**config.mk**
```make
export PLATFORM = sky130hd
export DESIGN_NAME = start_stop_intr_gen
export DESIGN_NICKNAME = d
export VERILOG_FILES = /design/src/rtl/start_stop_intr_gen.sv
export SDC_FILE = /design/constraint.sdc
export NUM_CORES = 1
export LEC_CHECK = 0
export CORE_AREA = 8 8 71 98
export CTS_CLUSTER_DIAMETER = 40
export DETAILED_ROUTE_END_ITERATION = 7
export DIE_AREA = 0 0 79 106
export PLACE_DENSITY = 0.85
export SETUP_SLACK_MARGIN = 0.2
export SLEW_MARGIN = 40
export SYNTH_ARGS = -nofsm -noshare
export SYNTH_HDL_FRONTEND = slang
export SYNTH_SLANG_ARGS = --single-unit
```
**constraint.sdc**
```tcl
create_clock -name clk -period 2.4 [get_ports clk]
set_input_delay 0.24 -clock clk [delete_from_list [all_inputs] [get_ports clk]]
set_output_delay 0.24 -clock clk [all_outputs]
set_load 0.005 [all_outputs]
```
**src/rtl/start_stop_intr_gen.sv**
```systemverilog
// Start/stop window interrupt generator: synchronises start and NSTOP stop pulses,
// tracks enabled stop hits inside a start-opened window and raises a stretched active-low interrupt.

module start_stop_intr_gen_sync #(
    parameter int SYNC_STAGES = 2
) (
    input  logic clk,
    input  logic res_n,
    input  logic din,
    output logic strobe
);
    logic [SYNC_STAGES-1:0] sync;
    logic                   prev;

    // Strobe is registered so the rise shows up SYNC_STAGES cycles after sampling.
    always_ff @(posedge clk) begin
        if (!res_n) begin
            sync   <= '0;
            prev   <= 1'b0;
            strobe <= 1'b0;
        end else begin
            sync   <= {sync[SYNC_STAGES-2:0], din};
            prev   <= sync[SYNC_STAGES-1];
            strobe <= sync[SYNC_STAGES-1] & ~prev;
        end
    end
endmodule

module start_stop_intr_gen #(
    parameter int NSTOP       = 8,
    parameter int SYNC_STAGES = 2,
    parameter int TIMEOUT     = 255,
    parameter int INTR_LEN    = 60
) (
    input  logic             clk,
    input  logic             res_n,
    input  logic             startpulse,
    input  logic [NSTOP-1:0] stoppulse,
    input  logic [NSTOP-1:0] en_mask,
    output logic             intr_n,
    output logic [NSTOP-1:0] hit_mask,
    output logic             timeout_flag,
    output logic             overrun,
    output logic             busy
);
    localparam int TW = $clog2(TIMEOUT + 1);
    localparam int IW = $clog2(INTR_LEN + 1);
    localparam logic [TW-1:0] T_LAST = TW'(TIMEOUT - 1);
    localparam logic [IW-1:0] I_LAST = IW'(INTR_LEN - 1);

    typedef enum logic [1:0] {IDLE, ARMED, INTR} state_t;

    state_t           state, state_nxt;
    logic [NSTOP:0]   strobe;
    logic             start_stb;
    logic [NSTOP-1:0] stop_stb;
    logic [NSTOP-1:0] en_lat, en_nxt;
    logic [NSTOP-1:0] work, work_nxt;
    logic [NSTOP-1:0] hits;
    logic             done_all;
    logic [TW-1:0]    tcnt, tcnt_nxt;
    logic [IW-1:0]    icnt, icnt_nxt;
    logic [NSTOP-1:0] hit_nxt;
    logic             tflag_nxt;
    logic             overrun_nxt;

    // Lane NSTOP carries the start pulse, lanes 0..NSTOP-1 the stops.
    for (genvar g = 0; g <= NSTOP; g++) begin : g_lane
        start_stop_intr_gen_sync #(.SYNC_STAGES(SYNC_STAGES)) u_sync (
            .clk    (clk),
            .res_n  (res_n),
            .din    ((g == NSTOP) ? startpulse : stoppulse[g % NSTOP]),
            .strobe (strobe[g])
        );
    end

    assign start_stb = strobe[NSTOP];
    assign stop_stb  = strobe[NSTOP-1:0];
    assign hits      = work | (stop_stb & en_lat);
    assign done_all  = ((hits & en_lat) == en_lat);

    always_comb begin
        state_nxt   = state;
        en_nxt      = en_lat;
        work_nxt    = work;
        tcnt_nxt    = tcnt;
        icnt_nxt    = icnt;
        hit_nxt     = hit_mask;
        tflag_nxt   = timeout_flag;
        overrun_nxt = overrun | (start_stb && (state != IDLE));
        case (state)
            IDLE: begin
                if (start_stb) begin
                    state_nxt = ARMED;
                    en_nxt    = en_mask;
                    work_nxt  = '0;
                    tcnt_nxt  = '0;
                end
            end
            ARMED: begin
                work_nxt = hits;
                tcnt_nxt = tcnt + 1'b1;
                // All-stops-hit wins over a timeout landing in the same cycle.
                if (done_all || (tcnt == T_LAST)) begin
                    state_nxt = INTR;
                    hit_nxt   = hits;
                    tflag_nxt = ~done_all;
                    icnt_nxt  = '0;
                end
            end
            INTR: begin
                if (icnt == I_LAST) state_nxt = IDLE;
                else                icnt_nxt  = icnt + 1'b1;
            end
            default: state_nxt = IDLE;
        endcase
    end

    always_ff @(posedge clk) begin
        if (!res_n) begin
            state        <= IDLE;
            en_lat       <= '0;
            work         <= '0;
            tcnt         <= '0;
            icnt         <= '0;
            intr_n       <= 1'b1;
            hit_mask     <= '0;
            timeout_flag <= 1'b0;
            overrun      <= 1'b0;
            busy         <= 1'b0;
        end else begin
            state        <= state_nxt;
            en_lat       <= en_nxt;
            work         <= work_nxt;
            tcnt         <= tcnt_nxt;
            icnt         <= icnt_nxt;
            intr_n       <= (state_nxt != INTR);
            hit_mask     <= hit_nxt;
            timeout_flag <= tflag_nxt;
            overrun      <= overrun_nxt;
            busy         <= (state_nxt != IDLE);
        end
    end
endmodule

```
==> flow_metrics.py, run 1 <==
metrics = {
    "synthesis": {
        "synth-xor-area-share_pct": 1.20,
        "post_synth_and_or_nand_nor_area_fraction_pct": 21.3,
        "yosys.cell_types.count": 40,
        "syn_inst": 305,
        "post_synth_fa_ha_maj_area_fraction_pct": 3.00,
        "synthTopCellsByArea": "sky130_fd_sc_hd__dfxtp_1 (55%), sky130_fd_sc_hd__and2_1 (6.0%), sky130_fd_sc_hd__a21oi_1 (5.3%)",
        "synth_compound_gate_area_share_pct": 16.4,
        "dominantRegCellSynth": "sky130_fd_sc_hd__dfxtp_1",
        "postSynth.asyncResetShare_pct": 0,
        "ys_warn_count": 0,
        "synth_area_leader_cell": "sky130_fd_sc_hd__dfxtp_1",
        "number_of_flops_mapped_to_enable_cells_by_yosys": 0,
        "combinational_family_with_the_most_area_after_synthesis": "simple AND/OR/NAND/NOR gates",
        "syn_area_per_cell_um2": 9.56,
        "synth.area.mux_share_pct": 0,
        "ys_seq_area_share_pct": 54.9,
        "netlist.area_leader.share_pct": 54.9,
        "synth.cell_area_um2": 2920,
        "ys_ff_latch": 80,
        "synth_nets": 331,
    },
    "global_route": {
        "grtUsageTotal_pct": 13.8,
        "overflow": 0,
        "grt_pass1_wl_um": 9520,
        "grt_pass1_vias": 2233,
        "pin_count_of_the_biggest_net_entering_global_routing": 39,
        "number_of_antenna_violations_at_the_first_check_in_global_routing": 0,
    },
    "die": {
        "fp-row-count": 33,
        "dieWidth_um": 79,
        "floorplan.core_area_um2": 5620,
        "initial_core_util_pct": 51.9,
        "chipHeight_um": 106,
        "top_level_ports": 31,
        "dieArea_um2": 8370,
    },
    "power": {
        "sequential_cell_fraction_of_total_power_pct": 53.1,
        "p_total_uw": 2590,
        "power-per-cell-area_nw_per_um2": 736,
        "vdd_ir_max_mv": 0.406,
        "sw_frac_of_total_pct": 21.6,
        "pwr-share-comb_pct": 6.2,
        "clkPwrFrac_pct": 40.7,
        "cell_internal_pwr_uw": 2030,
        "switchingPower_uw": 559,
        "p_leak_uw": 0.00130,
    },
    "sta": {
        "fmax_mhz": 494,
        "tightestPinTransition_ns": 0.739,
        "post-route-worst-setup-slack_ns": 0.376,
        "report.final.hold_viol_count": 0,
        "clock_skew_ns": 0.0103,
        "maxSlewHeadroom_pct": 50.5,
        "max_slew_violation_total_from_the_final_report": 0,
        "final_min_period_over_clock_period_pct": 84.3,
        "finalCriticalPeriod_ns": 2.02,
        "setup_viol": 0,
        "grt_setup_unrepaired": "false",
        "finalSetupTns_ns": 0,
    },
    "final_layout": {
        "layout-drive-gt1-share_pct": 8.12,
        "n_antenna_cell": 0,
        "finalNonFillerCells": 415,
        "area.growth.synth_to_final_pct": 20.8,
        "final_nets": 366,
    },
    "route": {
        "drc_viols": 0,
        "route.vias.total": 2215,
        "first_iter_violations": 153,
        "routed_wire_length_per_instance_um": 13.0,
        "first_pass_iters": 5,
        "final_antenna_net_count": 0,
        "route.final.wire_length_um": 5410,
        "post_detailed_route_via_to_cell_ratio": 5.34,
    },
    "clocking": {
        "root_buffer_cell": "sky130_fd_sc_hd__clkbuf_8",
        "cts.clk_slew.worst_paths_ns": 0.08,
        "clock_tree_from_tritoncts": "built",
        "clock_sink_count": 80,
        "clkLatencyLatePin_ns": 0.35,
        "cts.repair.resized": 0,
        "hold_bufs_inserted_after_cts": 0,
        "htree_levels": 3,
        "cts_inserted_buffers": 9,
        "post_cts_buffers": 0,
        "maximum_number_of_buffers_from_clock_root_to_sink": 2,
    },
    "worst_setup_path": {
        "worst-endpoint-arrival_ns": 2.23,
        "startpoint_type": "flop",
        "worstPathRequired_ns": 2.61,
        "critical_path.endpoint_type": "flop",
        "timing.reg2reg.setup_slack_ns": 0.38,
        "critical_path_class": "reg -> reg",
        "critical_path_peak_fanout": 19,
    },
    "worst_hold_path": {
        "worst_hold_path_type": "reg -> reg",
    },
    "outcome": {
        "run_status": "complete, no violations",
    },
    "place": {
        "place.detailed.instances": 399,
        "port_buffers": 30,
        "gp_routability_congestion": 0.860,
        "pre_cts_ws_ns": 0.415,
        "dp_hpwl_um": 3830,
    },
    "run": {
        "number_of_violations_of_the_max_capacitance_limit": 0,
    },
}
-- routing by layer --
layer  track usage, %  up-vias  wire, um
met1             14.2     1004      2220
met5                0        -         0
met4             7.05        0       119
li1                 -     1127         -
met2             24.2       71      2760
met3             4.65       13       309
-- cell usage in the layout (no fill, tap or decap), types with 2 or more instances in the layout --
master                            netlist  final
sky130_fd_sc_hd__inv_1                 12     12
sky130_fd_sc_hd__or3_1                  3      3
sky130_fd_sc_hd__nand3_1                5      5
sky130_fd_sc_hd__nand2_1               28     28
sky130_fd_sc_hd__clkdlybuf4s50_1        0     30
sky130_fd_sc_hd__nand4_1                3      3
sky130_fd_sc_hd__a31oi_1                8      8
sky130_fd_sc_hd__clkbuf_8               0      9
sky130_fd_sc_hd__nand2b_1               2      2
sky130_fd_sc_hd__or4_1                  2      2
sky130_fd_sc_hd__clkinv_4               0      2
sky130_fd_sc_hd__a311oi_1               9      9
sky130_fd_sc_hd__bufinv_16              0      2
sky130_fd_sc_hd__nor2_1                21     21
sky130_fd_sc_hd__nor3b_1                4      4
sky130_fd_sc_hd__o211ai_1               3      3
sky130_fd_sc_hd__nor2b_1               10     10
sky130_fd_sc_hd__o22ai_1                2      2
sky130_fd_sc_hd__ha_1                   7      7
sky130_fd_sc_hd__xor2_1                 4      4
sky130_fd_sc_hd__o21ai_0               12     12
sky130_fd_sc_hd__a21oi_1               31     31
sky130_fd_sc_hd__buf_4                  1      6
sky130_fd_sc_hd__and2_1                28     28
sky130_fd_sc_hd__and3_1                 2      2
sky130_fd_sc_hd__dfxtp_1               80     80
-- cell usage after synthesis, types with 2 or more instances --
cell                       count
sky130_fd_sc_hd__a21oi_1      31
sky130_fd_sc_hd__a311oi_1      9
sky130_fd_sc_hd__a31oi_1       8
sky130_fd_sc_hd__and2_1       28
sky130_fd_sc_hd__and3_1        2
sky130_fd_sc_hd__clkbuf_1     11
sky130_fd_sc_hd__dfxtp_1      80
sky130_fd_sc_hd__ha_1          7
sky130_fd_sc_hd__inv_1        12
sky130_fd_sc_hd__nand2_1      28
sky130_fd_sc_hd__nand2b_1      2
sky130_fd_sc_hd__nand3_1       5
sky130_fd_sc_hd__nand4_1       3
sky130_fd_sc_hd__nor2_1       21
sky130_fd_sc_hd__nor2b_1      10
sky130_fd_sc_hd__nor3b_1       4
sky130_fd_sc_hd__o211ai_1      3
sky130_fd_sc_hd__o21ai_0      12
sky130_fd_sc_hd__o22ai_1       2
sky130_fd_sc_hd__or3_1         3
sky130_fd_sc_hd__or4_1         2
sky130_fd_sc_hd__xor2_1        4
-- critical path, cell delays in order (launching register included) --
cell and delay (ns):
sky130_fd_sc_hd__dfxtp_1 0.39, sky130_fd_sc_hd__inv_1 0.07, sky130_fd_sc_hd__o32ai_1 0.36, sky130_fd_sc_hd__nor3_2 0.12, sky130_fd_sc_hd__o2bb2ai_2 0.29, sky130_fd_sc_hd__o21ai_0 0.49, sky130_fd_sc_hd__o21ai_0 0.17
-- cell type report --
class,count,area (um2)
Timing Repair Buffer,36,345
Clock inverter,6,91.3
Clock buffer,10,128
Tap cell,70,87.6
Multi-Input combinational cell,201,1220
Fill cell,476,2090
Inverter,12,45.0
Sequential cell,80,1600
-- power groups by stage --
stage | registers, uW | logic (uW) | clock network (uW)
floorplan | 1400 | 93.1 | 0
global placement | 1400 | 157 | 0
detailed placement | 1410 | 160 | 0
CTS | 1380 | 161 | 1080
global route | 1380 | 180 | 1140
finish | 1380 | 161 | 1050
-- logic make-up after synthesis --
logic type	Yosys count
xor+xnor	4
flops	80
fa+ha+maj	7
simple gates	115
buf+inv	24
compound gates	75
-- registers in the layout, summed over array words and instances, names as in the netlist --
register	flops
intr_n	1
g_lane.u_sync.strobe	9
hit_mask	8
tcnt	8
timeout_flag	1
work	8
busy	1
g_lane.u_sync.prev	9
icnt	6
en_lat	8
state	2
g_lane.u_sync.sync	18
overrun	1
-- stage by stage --
step	instance area (um2)	util, %	hold slack (ns)
detailed placement	3300	58.8	0.373
finish	3520	62.7	0.373
floorplan	2920	-	0.367
global route	3520	62.7	0.394
global placement	3300	58.8	0.371
CTS	3520	62.7	0.379
-- worst paths after layout --
kind	from	endpoint	cells past startpoint
worst max register to register	en_lat[2]	icnt[2]	6
worst max-delay path	en_lat[2]	icnt[2]	6
worst min register to register	g_lane[3].u_sync.prev	g_lane[3].u_sync.strobe	1
worst min-delay path	g_lane[3].u_sync.prev	g_lane[3].u_sync.strobe	1
Note: power is estimated with default switching activity, not from simulation.
==> run 2, diff against run 1 <==
--- a/config.mk
+++ b/config.mk
@@ -5,11 +5,11 @@
 export SDC_FILE = /design/constraint.sdc
 export NUM_CORES = 1
 export LEC_CHECK = 0
-export CORE_AREA = 8 8 71 98
+export CORE_AREA = 8 8 74 102
 export CTS_CLUSTER_DIAMETER = 40
 export DETAILED_ROUTE_END_ITERATION = 7
-export DIE_AREA = 0 0 79 106
-export PLACE_DENSITY = 0.85
+export DIE_AREA = 0 0 82 110
+export PLACE_DENSITY = 0.82
 export SETUP_SLACK_MARGIN = 0.2
 export SLEW_MARGIN = 40
 export SYNTH_ARGS = -nofsm -noshare
==> constraint.sdc (replaced) <==
create_clock -name clk -period 1.6 [get_ports clk]
set_input_delay 0.16 -clock clk [delete_from_list [all_inputs] [get_ports clk]]
set_output_delay 0.16 -clock clk [all_outputs]
set_load 0.005 [all_outputs]
==> run 2 against run 1 <==
Effect of this change: the flow now finishes with violations (negative setup slack); core utilization is 4.9 points higher; critical path depth is 1 higher; worst setup slack worse by 0.45 ns; maximum frequency is 21% higher; clock skew is 0.0018 ns higher; cell count is 9.6% higher; critical path type unchanged; critical endpoint is now hit_mask[4]; largest power group unchanged; highest routed layer unchanged.
==> flow_metrics.py, run 2 (synthesis gave the netlist of run 1 again) <==
metrics = {
    "worst_setup_path": {
        "timing.critical_path.max_delay_family": "compound AO/OA/AOI/OAI gates",
        "cpMaxStageDelayCell": "sky130_fd_sc_hd__dfxtp_2",
        "crit_chain": "nand2b_1 > o32ai_2 > nor3_4 > o2bb2ai_4 > buf_12 > a21oi_1 > a311oi_1",
        "worstPathRequired_ns": 1.85,
        "startpoint_type": "flop",
        "critPathLaunch": "work[6]",
        "timing.reg2reg.setup_slack_ns": -0.07,
        "worst_r2r_startpoint": "work[6]",
        "cp-endpoint": "hit_mask[4]",
        "critical_path_class": "reg -> reg",
        "critical_path.endpoint_type": "flop",
        "worst-endpoint-arrival_ns": 1.93,
        "cp.buffers_inverters": 1,
        "crit_path_max_incr_delay_ns": 0.34,
        "worst-r2r-cell-count": 7,
        "regToRegEndpoint": "hit_mask[4]",
        "cp_num_cells": 7,
        "critical_path_peak_fanout": 5,
    },
    "sta": {
        "report.final.hold_viol_count": 0,
        "setup_viol": 12,
        "maxSlewHeadroom_pct": 75.8,
        "grt_setup_unrepaired": "true",
        "tightestPinTransition_ns": 0.363,
        "post-route-worst-setup-slack_ns": -0.0748,
        "max_slew_violation_total_from_the_final_report": 0,
        "finalCriticalPeriod_ns": 1.67,
        "finalHoldWorstSlack_ns": 0.353,
        "clock_skew_ns": 0.0121,
        "final_min_period_over_clock_period_pct": 105,
        "fmax_mhz": 597,
        "finalSetupTns_ns": -0.414,
    },
    "die": {
        "chipHeight_um": 110,
        "top_level_ports": 31,
        "floorplan.core_area_um2": 6040,
        "dieWidth_um": 82,
        "initial_core_util_pct": 48.3,
        "dieArea_um2": 9020,
        "fp-row-count": 34,
    },
    "clocking": {
        "clock_tree_from_tritoncts": "built",
        "cts.clk_slew.worst_paths_ns": 0.08,
        "cts_inserted_buffers": 9,
        "maximum_number_of_buffers_from_clock_root_to_sink": 2,
        "clkLatencyLatePin_ns": 0.35,
        "root_buffer_cell": "sky130_fd_sc_hd__clkbuf_8",
        "htree_levels": 3,
        "clock_sink_count": 80,
    },
    "global_route": {
        "pin_count_of_the_biggest_net_entering_global_routing": 39,
        "grt_pass1_wl_um": 10700,
        "overflow": 0,
        "number_of_antenna_violations_at_the_first_check_in_global_routing": 0,
        "grtUsageTotal_pct": 15.3,
        "grt_pass1_vias": 2440,
    },
    "place": {
        "dp_hpwl_um": 4330,
        "place.detailed.instances": 427,
        "port_buffers": 30,
        "gp_routability_congestion": 0.912,
        "pre_cts_ws_ns": -0.0399,
        "detailed_place.area_um2": 3570,
    },
    "route": {
        "final_antenna_net_count": 0,
        "routed_wire_length_per_instance_um": 15.1,
        "post_detailed_route_via_to_cell_ratio": 5.48,
        "drc_viols": 0,
        "first_iter_violations": 135,
        "route.final.wire_length_um": 6860,
        "first_pass_iters": 5,
        "route.vias.total": 2495,
    },
    "worst_hold_path": {
        "worst_hold_path_type": "in -> reg",
        "worstHoldStart": "en_mask[2]",
    },
    "power": {
        "p_leak_uw": 0.00165,
        "vdd_ir_max_mv": 0.690,
        "power-per-cell-area_nw_per_um2": 961,
    },
    "final_layout": {
        "final_nets": 404,
        "area.growth.synth_to_final_pct": 40.2,
        "mostFrequentLayoutCells": "sky130_fd_sc_hd__dfxtp_1 (66), sky130_fd_sc_hd__buf_4 (35), sky130_fd_sc_hd__a21oi_1 (27), sky130_fd_sc_hd__and2_1 (27), sky130_fd_sc_hd__clkdlybuf4s50_1 (26)",
        "final_area_um2": 4090,
        "layout.cells.most_common": "sky130_fd_sc_hd__dfxtp_1",
        "n_antenna_cell": 0,
        "finalNonFillerCells": 455,
        "layout-drive-gt1-share_pct": 27.9,
        "largest_register_ffs": 18,
        "max_flop_register": "g_lane.u_sync.sync",
        "layout_top_registers": "g_lane.u_sync.sync x18, g_lane.u_sync.prev x9, g_lane.u_sync.strobe x9",
    },
    "outcome": {
        "run_status": "finished, violations left",
        "violations": "negative setup slack",
    },
    "run": {
        "number_of_violations_of_the_max_capacitance_limit": 0,
    },
}
run 2: metal layers:
metal,routed length (um),GRT usage (%),vias up
met4,314,10.1,0
li1,-,-,1205
met1,2580,15.7,1174
met2,3590,26.2,90
met3,381,4.63,26
met5,0,0,-
run 2: worst min path at each step:
stage                                           to  slack, ns  cells past startpoint
after CTS                                en_lat[2]       0.35                      3
after floorplan           g_lane[0].u_sync.sync[0]       0.29                      1
after global placement     g_lane[0].u_sync.strobe       0.37                      1
final                                    en_lat[2]       0.35                      3
after global routing                     en_lat[6]       0.36                      3
after detailed placement   g_lane[5].u_sync.strobe       0.37                      1
run 2: metrics by stage:
stage	power, uW	util (%)
after floorplan	2260	-
after global placement	2390	59.2
after detailed placement	2400	59.2
after CTS	3890	64.1
after global routing	4110	67.6
final	3930	67.6
run 2: report_power, final:
group	total [uW]	switching, uW	internal (uW)
Clock	1490	724	768
Combinational	373	167	205
Sequential	2060	23.5	2040
Total	3930	915	3010
run 2: tightest hold or removal path: stages:
cell and delay, ns:
sky130_fd_sc_hd__clkdlybuf4s50_1 0.40, sky130_fd_sc_hd__nand2_1 0.06, sky130_fd_sc_hd__a21oi_1 0.05
run 2: cell type report:
type                            instances  area [um2]
Clock buffer                           10         138
Clock inverter                          6        65.1
Fill cell                             467        1950
Inverter                               12        50.0
Multi-Input combinational cell        201        1390
Sequential cell                        80        1620
Tap cell                               72        90.1
Timing Repair Buffer                   74         727
run 2: timing repair:
action | 4_1_cts | 5_1_grt
buffers inserted | 5 | 5
cloned | 0 | 2
hold buffers | 0 | 0
resized for setup | 14 | 38
pin swaps | 5 | 23
setup endpoints to repair | 44 | 51
